## config.mk

```make
export PLATFORM = sky130hd
export DESIGN_NAME = alu_mbyte_seq
export DESIGN_NICKNAME = d
export VERILOG_FILES = /design/src/rtl/alu_seq_pkg.sv /design/src/rtl/alu_mbyte_seq.sv
export SDC_FILE = /design/constraint.sdc
export NUM_CORES = 1
export LEC_CHECK = 0
export CAP_MARGIN = 20
export CORE_MARGIN = 2
export CORE_UTILIZATION = 46
export CTS_BUF_LIST = sky130_fd_sc_hd__clkbuf_4 sky130_fd_sc_hd__clkbuf_8 sky130_fd_sc_hd__clkbuf_16
export CTS_CLUSTER_DIAMETER = 100
export DETAILED_ROUTE_END_ITERATION = 16
export PLACE_DENSITY = 0.76
export SYNTH_ARGS = -nofsm -noshare
export SYNTH_HDL_FRONTEND = slang
export SYNTH_SLANG_ARGS = --single-unit
```

## constraint.sdc

```tcl
create_clock -name clk -period 2.3 [get_ports clk]
set_clock_uncertainty 0.2 [all_clocks]
set_input_delay 0.46 -clock clk [delete_from_list [all_inputs] [get_ports clk]]
set_output_delay 0.46 -clock clk [all_outputs]
set_load 0.005 [all_outputs]
```

## src/rtl/alu_seq_pkg.sv

```systemverilog
// Shared types and ALU opcodes for the multi-byte ALU sequencer.
package alu_seq_pkg;

  typedef enum logic [2:0] {
    OP_ADD = 3'd0,
    OP_SUB = 3'd1,
    OP_SHL = 3'd2,
    OP_SHR = 3'd3,
    OP_CMP = 3'd4
  } seq_op_e;

  typedef enum logic [1:0] {
    IDLE = 2'd0,
    RUN  = 2'd1,
    DONE = 2'd2
  } state_e;

  localparam logic [4:0] ALU_ADD = 5'b01101;
  localparam logic [4:0] ALU_SLC = 5'b10100;
  localparam logic [4:0] ALU_SRC = 5'b10010;
  localparam logic [4:0] ALU_CMP = 5'b00101;
  localparam logic [4:0] ALU_NOP = 5'b00000;

  // SHR and CMP walk from the most significant byte downwards.
  function automatic logic msb_first(input logic [2:0] op);
    return (op == OP_SHR) || (op == OP_CMP);
  endfunction

endpackage

```

## src/rtl/alu_mbyte_seq.sv

```systemverilog
// Multi-byte ADD/SUB/SHL/SHR/CMP sequencer driving a shared 8-bit ALU, one byte per cycle.
// Optional macro ALU_MBYTE_SEQ_CMP_EARLY_EN: CMP stops at the first unequal byte.
module alu_mbyte_seq
  import alu_seq_pkg::*;
#(
  parameter int NBYTES = 4,
  parameter int LENW   = $clog2(NBYTES + 1)
) (
  input  logic                  clk,
  input  logic                  rst_n,
  input  logic                  start,
  input  logic [2:0]            op,
  input  logic [LENW-1:0]       len,
  input  logic [8*NBYTES-1:0]   opa,
  input  logic [8*NBYTES-1:0]   opb,
  output logic                  busy,
  output logic                  done,
  output logic [8*NBYTES-1:0]   result,
  output logic                  carry_o,
  output logic                  zero_o,
  output logic                  gt_o,
  output logic                  lt_o,
  output logic [4:0]            alu_op,
  output logic [7:0]            alu_a,
  output logic [7:0]            alu_b,
  output logic                  alu_ci,
  input  logic [7:0]            alu_rslt,
  input  logic                  alu_co,
  input  logic                  alu_eq,
  input  logic                  alu_gt,
  input  logic                  alu_lt
);

  localparam int IDXW = $clog2(NBYTES);
  localparam logic [LENW-1:0] LEN_ONE = LENW'(1);
  localparam logic [LENW-1:0] LEN_MAX = LENW'(NBYTES);
  localparam logic [IDXW-1:0] IDX_ONE = IDXW'(1);

  state_e                   r_state;
  logic [2:0]               r_op;
  logic [LENW-1:0]          r_len;
  logic [IDXW-1:0]          r_idx;
  logic [NBYTES-1:0][7:0]   r_opa;
  logic [NBYTES-1:0][7:0]   r_opb;
  logic [NBYTES-1:0][7:0]   r_result;
  logic                     r_carry;
  logic                     r_cmp_ne;
  logic                     r_cmp_gt;
  logic                     r_cmp_lt;
  logic                     r_busy;
  logic                     r_done;
  logic                     r_carry_o;
  logic                     r_zero_o;
  logic                     r_gt_o;
  logic                     r_lt_o;

  logic [LENW-1:0]          w_len_eff;
  logic [IDXW-1:0]          w_start_idx;
  logic [IDXW-1:0]          w_last_idx;
  logic                     w_is_last;
  logic                     w_early;
  logic                     w_finish;
  logic [NBYTES-1:0][7:0]   w_result_nxt;
  logic                     w_zero;
  logic                     w_gt_fin;
  logic                     w_lt_fin;
  logic [4:0]               w_alu_op;
  logic [7:0]               w_alu_a;
  logic [7:0]               w_alu_b;
  logic                     w_alu_ci;

  // Effective length: 0 runs one byte, oversize requests clamp to the operand width.
  always_comb begin
    w_len_eff = len;
    if (len == {LENW{1'b0}}) begin
      w_len_eff = LEN_ONE;
    end else if (len > LEN_MAX) begin
      w_len_eff = LEN_MAX;
    end else begin
      w_len_eff = len;
    end
  end

  assign w_start_idx = msb_first(op) ? IDXW'(w_len_eff - LEN_ONE) : {IDXW{1'b0}};
  assign w_last_idx  = msb_first(r_op) ? {IDXW{1'b0}} : IDXW'(r_len - LEN_ONE);
  assign w_is_last   = (r_idx == w_last_idx);

`ifdef ALU_MBYTE_SEQ_CMP_EARLY_EN
  assign w_early = (r_op == OP_CMP) && !alu_eq;
`else
  assign w_early = 1'b0;
`endif

  assign w_finish = w_is_last || w_early;

  // ALU request for the current byte; the bus is idle outside RUN so the parent may share the ALU.
  always_comb begin
    w_alu_op = ALU_NOP;
    w_alu_a  = 8'h00;
    w_alu_b  = 8'h00;
    w_alu_ci = 1'b0;
    if (r_state == RUN) begin
      case (r_op)
        OP_ADD: begin
          w_alu_op = ALU_ADD;
          w_alu_a  = r_opa[r_idx];
          w_alu_b  = r_opb[r_idx];
          w_alu_ci = r_carry;
        end
        OP_SUB: begin
          w_alu_op = ALU_ADD;
          w_alu_a  = r_opa[r_idx];
          w_alu_b  = ~r_opb[r_idx];
          w_alu_ci = r_carry;
        end
        OP_SHL: begin
          w_alu_op = ALU_SLC;
          w_alu_a  = r_opa[r_idx];
          w_alu_ci = r_carry;
        end
        OP_SHR: begin
          w_alu_op = ALU_SRC;
          w_alu_a  = r_opa[r_idx];
          w_alu_ci = r_carry;
        end
        OP_CMP: begin
          w_alu_op = ALU_CMP;
          w_alu_a  = r_opa[r_idx];
          w_alu_b  = r_opb[r_idx];
        end
        default: begin
          w_alu_op = ALU_NOP;
        end
      endcase
    end else begin
      w_alu_op = ALU_NOP;
    end
  end

  // Result as it will look after this edge, so zero_o sees the final byte.
  always_comb begin
    w_result_nxt        = r_result;
    w_result_nxt[r_idx] = alu_rslt;
    w_zero              = (w_result_nxt == {(8*NBYTES){1'b0}});
  end

  // Compare flags come from the most significant unequal byte, which may be the current one.
  always_comb begin
    w_gt_fin = 1'b0;
    w_lt_fin = 1'b0;
    if (r_cmp_ne) begin
      w_gt_fin = r_cmp_gt;
      w_lt_fin = r_cmp_lt;
    end else begin
      w_gt_fin = !alu_eq && alu_gt;
      w_lt_fin = !alu_eq && alu_lt;
    end
  end

  // Sequencer FSM with byte index, carry chain and registered status outputs.
  always_ff @(posedge clk or negedge rst_n) begin
    if (!rst_n) begin
      r_state   <= IDLE;
      r_op      <= 3'd0;
      r_len     <= {LENW{1'b0}};
      r_idx     <= {IDXW{1'b0}};
      r_opa     <= {(8*NBYTES){1'b0}};
      r_opb     <= {(8*NBYTES){1'b0}};
      r_result  <= {(8*NBYTES){1'b0}};
      r_carry   <= 1'b0;
      r_cmp_ne  <= 1'b0;
      r_cmp_gt  <= 1'b0;
      r_cmp_lt  <= 1'b0;
      r_busy    <= 1'b0;
      r_done    <= 1'b0;
      r_carry_o <= 1'b0;
      r_zero_o  <= 1'b0;
      r_gt_o    <= 1'b0;
      r_lt_o    <= 1'b0;
    end else begin
      case (r_state)
        IDLE: begin
          r_done <= 1'b0;
          if (start) begin
            r_op      <= op;
            r_len     <= w_len_eff;
            r_opa     <= opa;
            r_opb     <= opb;
            r_idx     <= w_start_idx;
            r_result  <= {(8*NBYTES){1'b0}};
            r_carry   <= (op == OP_SUB);
            r_cmp_ne  <= 1'b0;
            r_cmp_gt  <= 1'b0;
            r_cmp_lt  <= 1'b0;
            r_carry_o <= 1'b0;
            r_zero_o  <= 1'b0;
            r_gt_o    <= 1'b0;
            r_lt_o    <= 1'b0;
            r_busy    <= 1'b1;
            if (op > 3'd4) begin
              r_state <= DONE;
              r_done  <= 1'b1;
            end else begin
              r_state <= RUN;
            end
          end
        end
        RUN: begin
          if (r_op == OP_CMP) begin
            if (!alu_eq && !r_cmp_ne) begin
              r_cmp_ne <= 1'b1;
              r_cmp_gt <= alu_gt;
              r_cmp_lt <= alu_lt;
            end
          end else begin
            r_result <= w_result_nxt;
            r_carry  <= alu_co;
          end
          if (w_finish) begin
            r_state <= DONE;
            r_done  <= 1'b1;
            if (r_op == OP_CMP) begin
              r_carry_o <= 1'b0;
              r_zero_o  <= !r_cmp_ne && alu_eq;
              r_gt_o    <= w_gt_fin;
              r_lt_o    <= w_lt_fin;
            end else begin
              r_carry_o <= alu_co;
              r_zero_o  <= w_zero;
              r_gt_o    <= 1'b0;
              r_lt_o    <= 1'b0;
            end
          end else begin
            r_idx <= msb_first(r_op) ? (r_idx - IDX_ONE) : (r_idx + IDX_ONE);
          end
        end
        DONE: begin
          r_done  <= 1'b0;
          r_busy  <= 1'b0;
          r_state <= IDLE;
        end
        default: begin
          r_done  <= 1'b0;
          r_busy  <= 1'b0;
          r_state <= IDLE;
        end
      endcase
    end
  end

  assign busy    = r_busy;
  assign done    = r_done;
  assign result  = r_result;
  assign carry_o = r_carry_o;
  assign zero_o  = r_zero_o;
  assign gt_o    = r_gt_o;
  assign lt_o    = r_lt_o;
  assign alu_op  = w_alu_op;
  assign alu_a   = w_alu_a;
  assign alu_b   = w_alu_b;
  assign alu_ci  = w_alu_ci;

endmodule

```

==> results by stage, run 1 <==
Min path:
- The kind of path behind the tightest hold check is reg2reg.

Synth:
- In this run the cell area of the synthesized design comes to 0.00577 sq mm.
- Counting every net in the synthesized netlist gives 687.
- In the synthesized netlist the dominant register cell turns out to be sky130_fd_sc_hd__dfrtp_1.
- The average size of a mapped cell is 9.59 sq um.
- In this run, synthesis produced a sequential element count of 115.
- The netlist uses 54 different library cells.
- The proportion of register bits with asynchronous set or reset after synthesis is 1.00.
- The sequential area share after synthesis is 0.498.
- The yosys synthesis warning count is 0.
- The cell count after synthesis came out at 602.
- The number of synthesized flops with an enable pin is 0.

Final layout:
- The fraction of final layout cells with drive strength greater than 1 is 0.249.
- The final core area utilization is 0.725.
- The antenna diode count is 0.
- Compared with the post-synthesis result, the final layout area differs by 52.1%.
- The final cell area excluding filler cells is 0.00878 sq mm.
- The final layout contains 875 nets.
- After filler insertion, the fill cell instance count of the layout stands at 854.

STA:
- The tightest hold path in the finished design has a slack of 0.271 ns.
- The minimum period implied by the final worst setup slack is 2.75 ns.
- The final-report max-slew violation count is 0.
- The hold violation total from the final report is 0.
- Dividing the final minimum period by the clock period gives 1.20.
- The worst pin sits at a relative slew slack of 0.572.
- Setup violations remaining at the end of the flow were counted as 17.
- The least setup slack across all paths after layout is -0.452 ns.
- Setup repair after global routing could not meet its margin everywhere.
- Summed over all failing endpoints, the final setup total negative slack is -5.24 ns.
- For the pin with the worst max-slew slack, the measured transition is 0.639 ns.
- For this run, the top clock speed supported by timing is 0.363 GHz.

Power and ir drop:
- For this design the ratio of total power to cell area is 1420 mW/mm^2.
- VDD sags by at most 0.719 mV.
- The analysis attributes to cell leakage a power of 4.08 nW.

Die:
- The floorplan has 40 rows.
- The x dimension of the die is 116 um.
- The die outline area is 0.0135 sq mm.
- The I/O pin count is 145.
- The initial utilization of the core area, before any placement, comes to 0.477.
- The die is 116 um tall.
- The core region is 0.0121 sq mm.

Detailed routing:
- The post-route antenna net violation count is 0.
- After the first detailed-routing iteration, the DRC count stood at 409.
- Dividing the detail-routed wire length by the instance count gives 19.2 um.
- After detailed routing, the number of vias per cell comes to 5.67.
- For this run, the detailed router's first-pass iteration total came to 5.
- In the routed design, unresolved DRC markers number 0.
- Wires add up to 18.7 mm.
- The via count of the routed design is 5507.

Global routing:
- The initial antenna violation count is 0.
- The first global-routing pass estimated 28.4 mm of wire.
- The residual overflow from global routing is 0.
- The via count of the first global-routing pass is 5548.
- The global-route usage over all layers is 0.278.
- Entering global routing, the biggest net connects 74 pins.

Placed design:
- The global placement routability congestion is 0.925.
- At the placement stage, the worst setup path has a slack of -0.406 ns.
- Detailed placement finished with a half-perimeter wire length of 11.6 mm.
- The placed instances occupy a cell area of 0.00760 sq mm.
- The count of buffers added on input and output ports is 144.

Clock network:
- The number of clock buffers added by TritonCTS is 17.
- The count of clock tree sinks is 115.
- The count of H-tree levels built during CTS is 4.
- The maximum buffer depth of the clock tree is 2.
- The clock edge transition at the registers on the reported setup and hold paths is 0.06 ns.
- TritonCTS built the clock tree.
- The clock latency on the worst-skew pair is 0.41 ns.
- The root cell of the clock tree is sky130_fd_sc_hd__clkbuf_16.

Setup path:
- The setup slack on the worst flop-to-flop path is -0.05 ns.
- The data arrival at the endpoint of the critical path is 2.09 ns.
- The worst flop-to-flop path endpoint is zero_o.
- The data required time of the worst path is 1.64 ns.
- The count of cells along the worst register-to-register path is 7.
- The launching element of the worst setup path is r_idx[0].
- In this run the worst setup path terminates at alu_b[3].
- The biggest fanout along the worst timing path is 3.
- The critical path in this run is classified as reg2out.
- The critical path capture point type is an output port.
- STA classifies the critical path startpoint as a register.
- The worst register-to-register path begins at r_idx[0].

Run:
- Max-cap violations in this run came to 0.

Status:
- The final reports fail on setup timing.
- The run finished, with violations left.
layout make-up:
| cell class | instances | area [sq um] | share of cell area |
|---|---|---|---|
| multi-input combinational | 439 | 2940 | 0.335 |
| sequential | 115 | 2880 | 0.328 |
| tap | 168 | 210 | 0.0239 |
| clock inverter | 9 | 149 | 0.0170 |
| timing repair buffer | 213 | 2080 | 0.237 |
| inverter | 4 | 15.0 | 0.00171 |
| clock buffer | 23 | 502 | 0.0571 |
power by group:
part	leakage, nW	internal, mW	switching, mW	total (mW)
Clock	0.326	1.96	0.943	2.91
Combinational	2.29	3.05	2.94	5.99
Sequential	1.47	2.88	0.702	3.58
Total	4.08	7.90	4.59	12.5
worst max-delay path, stage by stage, from the launching register on:
cell and delay (ns):
sky130_fd_sc_hd__dfrtp_2 0.39, sky130_fd_sc_hd__buf_6 0.13, sky130_fd_sc_hd__buf_6 0.09, sky130_fd_sc_hd__mux4_2 0.53, sky130_fd_sc_hd__mux2_4 0.35, sky130_fd_sc_hd__nor2_4 0.08
sky130_fd_sc_hd__buf_2 0.11
per-layer routing:
metal / vias to the layer above / GRT usage / wire, um
li1: 2473 / - / -
met4: 0 / 0.106 / 498
met2: 292 / 0.469 / 9470
met3: 44 / 0.0785 / 1320
met5: - / 0 / 0
met1: 2698 / 0.340 / 7370
logic make-up (layout without fill, tap and decap cells):
| family | after synthesis | in the layout | share of synthesized area |
|---|---|---|---|
| AOI/OAI and AO/OA | 86 | 86 | 0.121 |
| buffers and inverters | 48 | 249 | 0.0373 |
| DFF | 115 | 115 | 0.498 |
| muxes | 32 | 32 | 0.0927 |
| and+or+nand+nor | 321 | 321 | 0.250 |
repair_timing:
item                                    CTS  global route
gates cloned                              0             1
endpoints found under the setup margin   35            55
setup buffers                            21             4
hold buffers                              1             0
endpoints found under the hold margin    38             0
resized for setup                       118            35
pin swaps                                16            19
placed cells by master (no fill, tap or decap), types with 4 or more instances in the layout:
cell	instances
sky130_fd_sc_hd__nor2_1	20
sky130_fd_sc_hd__and3_4	6
sky130_fd_sc_hd__a21oi_1	10
sky130_fd_sc_hd__buf_12	10
sky130_fd_sc_hd__inv_1	4
sky130_fd_sc_hd__mux2_2	6
sky130_fd_sc_hd__nand3_1	5
sky130_fd_sc_hd__clkinv_2	4
sky130_fd_sc_hd__a211oi_1	9
sky130_fd_sc_hd__clkbuf_16	18
sky130_fd_sc_hd__buf_2	11
sky130_fd_sc_hd__nor2b_1	8
sky130_fd_sc_hd__nor4_1	7
sky130_fd_sc_hd__and3_1	5
sky130_fd_sc_hd__nor4_2	4
sky130_fd_sc_hd__nor3_1	8
sky130_fd_sc_hd__mux2i_1	4
sky130_fd_sc_hd__dlygate4sd2_1	5
sky130_fd_sc_hd__clkdlybuf4s50_1	121
sky130_fd_sc_hd__a22o_1	30
sky130_fd_sc_hd__clkbuf_8	5
sky130_fd_sc_hd__a22oi_1	5
sky130_fd_sc_hd__mux4_2	16
sky130_fd_sc_hd__mux2_4	6
sky130_fd_sc_hd__buf_4	50
sky130_fd_sc_hd__nand2_1	210
sky130_fd_sc_hd__dfrtp_1	112
sky130_fd_sc_hd__buf_6	10
sky130_fd_sc_hd__nor3_2	4
sky130_fd_sc_hd__bufinv_16	4
sky130_fd_sc_hd__o21ai_0	6
synthesized netlist by cell type, drive strengths merged, types with 2 or more instances:
cell,n,area share
mux4,16,0.062
and2,2,0.0022
nor2b,10,0.011
mux2,12,0.023
nor3b,5,0.0074
nand2b,5,0.0054
o21ai,11,0.012
and3,11,0.012
nor4b,5,0.0076
buf,20,0.019
nand4,2,0.0022
a211oi,9,0.012
nand3b,3,0.0039
nor2,26,0.017
or4,2,0.0026
clkbuf,24,0.016
nor3,12,0.010
dfrtp,115,0.50
nand3,5,0.0043
a22o,30,0.046
or3b,3,0.0046
a32o,3,0.0052
nand2,213,0.14
a21o,3,0.0039
a21oi,10,0.0087
mux2i,4,0.0069
nor4,11,0.012
a22oi,5,0.0065
inv,4,0.0026
nor4bb,2,0.0035
o22ai,3,0.0033
a31oi,3,0.0043
how the worst min path moves through the flow:
stage              start   endpoint  slack [ns]  depth (start not counted)
3_3_place_gp   r_opb[24]  r_opb[24]        0.25                          2
4_1_cts        r_opa[24]  r_opa[24]        0.27                          2
5_1_grt         r_opa[0]   r_opa[0]        0.30                          2
6_report       r_opa[24]  r_opa[24]        0.27                          2
3_5_place_dp   r_opa[24]  r_opa[24]        0.26                          2
2_1_floorplan      rst_n       busy       -0.04                          0
registers in the layout, summed over array words and instances (netlist names):
| signal | cells |
|---|---|
| r_op | 3 |
| r_opa | 32 |
| r_opb | 32 |
| gt_o | 1 |
| r_cmp_lt | 1 |
| done | 1 |
| lt_o | 1 |
| zero_o | 1 |
| r_len | 2 |
| r_cmp_gt | 1 |
| result | 32 |
| r_idx | 2 |
| carry_o | 1 |
| r_cmp_ne | 1 |
| busy | 1 |
| r_state | 2 |
| r_carry | 1 |
through the flow:
step | cells | power (mW)
after detailed placement | 913 | 8.43
final | 971 | 12.5
after CTS | 966 | 11.9
after global routing | 971 | 13.1
after floorplan | 602 | 6.39
after global placement | 913 | 8.23
Power figures use the tool's default switching activity.
==> run 2: changes to the inputs <==
--- a/config.mk
+++ b/config.mk
@@ -11,7 +11,8 @@
 export CTS_BUF_LIST = sky130_fd_sc_hd__clkbuf_4 sky130_fd_sc_hd__clkbuf_8 sky130_fd_sc_hd__clkbuf_16
 export CTS_CLUSTER_DIAMETER = 100
 export DETAILED_ROUTE_END_ITERATION = 16
-export PLACE_DENSITY = 0.76
+export PLACE_DENSITY = 0.8
+export SETUP_SLACK_MARGIN = 0.3
 export SYNTH_ARGS = -nofsm -noshare
 export SYNTH_HDL_FRONTEND = slang
 export SYNTH_SLANG_ARGS = --single-unit
==> results by stage, run 2 (synthesis results as in run 1) <==
Setup path:
- The biggest fanout along the worst timing path was 3 (unchanged).
- The launching element of the worst setup path is r_idx[0] (unchanged).
- The count of cells along the worst register-to-register path is 9 (was 7).
- The critical path capture point type is an output port (unchanged).
- The data required time of the worst path is 1.64 ns (about the same).
- The data arrival at the endpoint of the critical path is 2.15 ns (was 2.09 ns).
- The worst flop-to-flop path startpoint is r_idx[0] (unchanged).
- The worst flop-to-flop path endpoint is gt_o (was zero_o).
- The setup slack on the worst flop-to-flop path was -0.30 ns (was -0.05 ns).
- The capture point of the critical path is alu_b[4] (was alu_b[3]).
- The startpoint type of the worst setup path is a register (unchanged).
- The category of the critical setup timing path is reg2out (unchanged).

Final layout:
- The register area came to 0.00289 sq mm (was 0.00288 sq mm).
- The area occupied by multi-input gates is 0.00306 sq mm (was 0.00294 sq mm).
- The number of nets in the layout is 905 (was 875).
- The number of inserted filler cells in the final layout is 755 (was 854).
- The final cell area excluding filler cells came to 0.00910 sq mm (was 0.00878 sq mm).
- The most common library cell in the layout ignoring fill and taps is sky130_fd_sc_hd__nand2_1 (unchanged).
- Commonest non-fill, non-tap cells in the layout: sky130_fd_sc_hd__nand2_1 (207), sky130_fd_sc_hd__clkdlybuf4s50_1 (111), sky130_fd_sc_hd__dfrtp_1 (110) (was sky130_fd_sc_hd__nand2_1 (210), sky130_fd_sc_hd__clkdlybuf4s50_1 (121), sky130_fd_sc_hd__dfrtp_1 (112)).
- The antenna diode count is 0 (unchanged).
- The area growth from synthesis to layout is 57.6% (was 52.1%).
- The fraction of final layout cells with drive strength greater than 1 is 0.307 (was 0.249).

Power and ir drop:
- The internal power summed over all cells is 7.85 mW (was 7.90 mW).
- The net switching fraction of the power is 0.385 (was 0.368).
- The leakage dissipation is 4.37 nW (was 4.08 nW).
- The maximum vdd ir drop is 0.685 mV (was 0.719 mV).
- The clock share of power was 0.208 (was 0.233).
- The total power after layout was 12.8 mW (was 12.5 mW).
- The switching power is 4.90 mW (was 4.59 mW).
- The part of the total power dissipated in combinational logic is 0.515 (was 0.480).
- The fraction of power consumed by sequential logic is 0.277 (was 0.287).
- The cell area power density is 1400 mW/mm^2 (was 1420 mW/mm^2).

STA:
- The worst relative slew slack was 0.588 (was 0.572).
- The minimum period implied by the final worst setup slack is 2.81 ns (was 2.75 ns).
- The actual slew at the worst max-slew pin is 0.615 ns (was 0.639 ns).
- The achievable clock frequency came to 0.356 GHz (was 0.363 GHz).
- The least setup slack across all paths after layout came to -0.507 ns (was -0.452 ns).
- The ratio of final minimum period to clock period is 1.22 (was 1.20).
- The hold violation total from the final report is 0 (unchanged).
- The number of setup violations in the final report is 25 (was 17).
- RSZ-0062 raised after global routing: yes (unchanged).
- The final-report max-slew violation count is 0 (unchanged).

Run:
- The count of max-cap constraint violations is 0 (unchanged).

Clock network:
- The count of clock tree sinks is 115 (unchanged).
- The count of H-tree levels built during CTS is 4 (unchanged).
- The clock edge transition at the registers on the reported setup and hold paths was 0.06 ns (about the same).
- The clock latency on the worst-skew pair is 0.42 ns (was 0.41 ns).
- The number of CTS-inserted buffers was 17 (unchanged).
- The maximum buffer depth of the clock tree is 2 (unchanged).
- The root cell of the clock tree is sky130_fd_sc_hd__clkbuf_16 (unchanged).
- The TritonCTS clock tree is yes (unchanged).

Die:
- The die outline area came to 0.0135 sq mm (unchanged).
- The x dimension of the die is 116 um (unchanged).
- The initial core utilization is 0.477 (unchanged).
- The core region area is 0.0121 sq mm (unchanged).
- The I/O pin count was 145 (unchanged).
- The number of placement rows is 40 (unchanged).
- The floorplan die height is 116 um (unchanged).

Placed design:
- The total cell area at the placement stage is 0.00759 sq mm (was 0.00760 sq mm).
- The sum of net half-perimeters after detailed placement came to 11.7 mm (was 11.6 mm).
- The global placement routability congestion is 0.897 (was 0.925).
- The number of buffer cells added on primary ports came to 144 (unchanged).

Global routing:
- The initial antenna violation count is 0 (unchanged).
- The residual overflow from global routing is 0 (unchanged).
- The maximum number of pins on one net before global-route repair is 74 (unchanged).
- The first-pass GRT wire length was 29.3 mm (was 28.4 mm).
- The via count of the first global-routing pass is 5857 (was 5548).
- The global-route usage over all layers is 0.286 (was 0.278).

Status:
- Result of the run: finished with violations (unchanged).
- Violations in the final reports: setup timing (unchanged).

Min path:
- The kind of path behind the tightest hold check is reg2reg (unchanged).
- The start point of the worst hold path is r_opb[29] (was r_opa[24]).

Detailed routing:
- The number of vias per cell came to 5.93 (was 5.67).
- The detailed-route wire length per cell is 20.0 um (was 19.2 um).
- The via count of the routed design is 5939 (was 5507).
- The post-detailed-route DRC marker count is 0 (unchanged).
- The violation count after the first detailed-route iteration is 434 (was 409).
- The routed wire length came to 20.0 mm (was 18.7 mm).
- The post-route antenna net violation count is 0 (unchanged).
- The first-pass iteration count of the detailed router is 5 (unchanged).
[run 2: changes by cell type in the layout (fill, tap and decap cells not counted), sizes merged]
cell / delta
bufinv: -2
clkinvlp: +5
clkbuf: +5
dlygate4sd2: -3
buf: +27
inv: +1
dlymetal6s2s: +8
clkdlybuf4s50: -10
clkinv: -1
[run 2: cell type report]
class	count	area share
clock buffers	20	0.0513
clock inverters	12	0.0143
inverters	4	0.00165
multi-input cells	439	0.336
flip-flops and latches	115	0.317
well taps	168	0.0231
repair buffers	243	0.256
[run 2: power groups by stage]
stage | Clock, mW | Combinational, mW | Sequential [mW]
global route | 2.74 | 7.01 | 3.60
detailed placement | 0 | 4.86 | 3.56
CTS | 2.65 | 5.83 | 3.48
global placement | 0 | 4.69 | 3.51
finish | 2.65 | 6.57 | 3.54
floorplan | 0 | 3.15 | 3.32
[run 2: worst min path at each step]
stage                       to  slack (ns)  cells after the start
floorplan                 busy       -0.04                      0
global placement    result[11]        0.21                      1
detailed placement  result[11]        0.22                      1
CTS                  r_opb[29]        0.27                      2
global route         r_opb[29]        0.30                      2
finish               r_opb[29]        0.27                      2
[run 2: critical path, cell delays in order, from the launching register on]
cell and delay (ns):
sky130_fd_sc_hd__dfrtp_4 0.51, sky130_fd_sc_hd__buf_6 0.13, sky130_fd_sc_hd__buf_6 0.12, sky130_fd_sc_hd__mux4_2 0.43, sky130_fd_sc_hd__mux2_4 0.33, sky130_fd_sc_hd__nor2_4 0.10
sky130_fd_sc_hd__buf_2 0.11
[run 2: timing repair]
item	in CTS	in global routing
endpoints found under the hold margin	27	0
resized for setup	149	72
pin swaps	23	30
gates cloned	1	3
setup endpoints to repair	81	83
hold buffers	1	0
buffers inserted	35	20
[run 2: layer usage]
metal	wire length, um	vias to the layer above	track usage
met5	0	-	0
met4	872	0	0.146
met3	1720	90	0.0737
met2	9990	371	0.483
met1	7450	2933	0.340
li1	-	2545	-
[run 2: metrics by stage]
step	instances	setup WS, ns	TNS (ns)	utilization	hold WS (ns)
floorplan	602	0.210	0	-	-0.0356
global placement	909	-0.365	-6.24	0.627	0.214
detailed placement	909	-0.383	-6.82	0.627	0.218
CTS	978	-0.509	-8.31	0.722	0.272
global route	1001	-0.552	-9.40	0.751	0.300
finish	1001	-0.507	-8.47	0.751	0.269
==> edit: new RTL, flow settings as in run 2 <==
The 3 states of `state_e` get a one-hot encoding in 3 bits.
--- a/src/rtl/alu_seq_pkg.sv
+++ b/src/rtl/alu_seq_pkg.sv
@@ -9,10 +9,10 @@
     OP_CMP = 3'd4
   } seq_op_e;
 
-  typedef enum logic [1:0] {
-    IDLE = 2'd0,
-    RUN  = 2'd1,
-    DONE = 2'd2
+  typedef enum logic [2:0] {
+    IDLE = 3'b001,
+    RUN  = 3'b010,
+    DONE = 3'b100
   } state_e;
 
   localparam logic [4:0] ALU_ADD = 5'b01101;
Check against the original RTL: same outputs for any inputs over 4 cycles, from zero or initial values and one cycle with rst_n low; so few cycles prove little.
==> edit against run 2 <==
  * The run still ends with setup timing left
  * Fmax decreased by 0.43%
  * Sequential power shrank 6.2%
  * Setup slack got worse by 12 ps
  * Wire length rose by 22%
  * Total power fell by 0.72%
  * Sequential cell count grew 1
  * Combinational power barely moved
  * Register-to-register slack improved by 180 ps
  * Area after synthesis increased by 0.17%
  * Synthesized cell count up 1.3%
  * Clock power up 5%
  * Non-clock buffer count grew 25
  * Final area rose by 6.3%
==> edit: results (changes against run 2) <==
Final setup viols - 34 (+36%)
Total GRT Usage - 0.324 (+0.0376)
Setup WS post-layout - -519 ps (-12.1 ps)
Placer Congestion - 0.865 (-3.6%)
worst stage delay on the critical path - 440 ps (-70 ps)
sw frac - 0.381 (-0.00351)
initial antenna violation count - 0 (unchanged)
largest cells by area after synthesis - dfrtp_1, nand2_1, mux4_2
M3 GR Usage - 0.0830 (+0.00929)
synthesized area per cell - 9.48 um2 (-1.1%)
CP max-delay cell - dfrtp_2
XOR/XNOR Fraction of Synth Area - 0.00454 (+0.00454)
DR WL met2 - 11.8 mm (+18%)
Seq cells post-synth - 116 (+0.87%)
Repair and plain buffers - 268 (+10%)
met3 wire len - 2.52 mm (+47%)
Synthesized Nets - 695 (+1.2%)
met1 Resource Use GR - 0.398 (+0.0586)
crit path to - alu_b[1]
vias in the first global route - 6139 (+4.8%)
fraction of area in multi-input gates - 0.331 (-0.00553)
static leakage - 4.66 nW (+6.7%)
met2 Use GR - 0.529 (+0.0456)
top fanout value on the critical path - 4 (+1)
wl on met1 - 8.47 mm (+14%)
area of the multi-input gates - 0.00320 mm2 (+4.5%)
Non-clock buffer share - 0.282 (+0.0255)
Rel. slew slack - 0.662 (+0.0738)
inverters - 3 (-1)
reg2reg end - zero_o
reported clock group power - 0.00278 W (+5%)
Area after DPL - 0.00772 mm2 (+1.6%)
share of cells above drive strength 1 - 0.350 (+0.0422)
Compound-Gate Fraction of Synth Area - 0.122 (+0.000439)
Hold Path End - r_opa[16]
multi-input gate count - 445 (+1.4%)
Flop pwr share - 0.262 (-0.015)
Vias - 6475 (+9.0%)
failing checks - setup timing
worst slack at placement - -270 ps (+114 ps)
clock network share of area - 0.0631 (-0.00245)
R2R cell count - 10 (+1)
status - finished with violations
Fillers - 631 (-16%)
R2R Setup Slk - -120 ps (+180 ps)
first-pass GRT wire length - 33.0 mm (+12%)
Peak VDD IR - 0.756 mV (+10%)
sequential share of cell area - 0.301 (-0.0159)
DP HPWL - 11.8 mm (+1.3%)
nets@finish - 936 (+3.4%)
largest net degree at the start of global routing - 50 (-32%)
Total Wirelength - 24.4 mm (+22%)
==> edit: cell count changes after synthesis, moves of 4 or more <==
cell and change:
a22o_1 -27, nor4_1 -7, a211oi_1 -7, or3_1 +4, o21ai_2 -4, nor2b_1 -6
buf_4 +4, a21oi_1 +9, o21ai_0 +7, nor2_4 +4, a32o_1 +29, buf_1 +4
nand2_1 +8
==> edit: stage by stage <==
stage / hold slack (ps) / total power (W) / cells / setup TNS [ps]
2_1_floorplan: -35.6 / 0.00586 / 610 / 0
3_3_place_gp: 254 / 0.00717 / 927 / -7850
3_5_place_dp: 255 / 0.00736 / 927 / -10370
4_1_cts: 273 / 0.0113 / 1004 / -6220
5_1_grt: 297 / 0.0131 / 1032 / -8340
6_report: 271 / 0.0127 / 1032 / -6790
==> edit: repair_timing <==
action,in CTS,in global routing
hold buffers,1,0
setup buffers,41,27
setup endpoints to repair,78,145
resized for setup,184,94
cloned,3,1
pin swaps,31,36
hold endpoints to repair,33,0
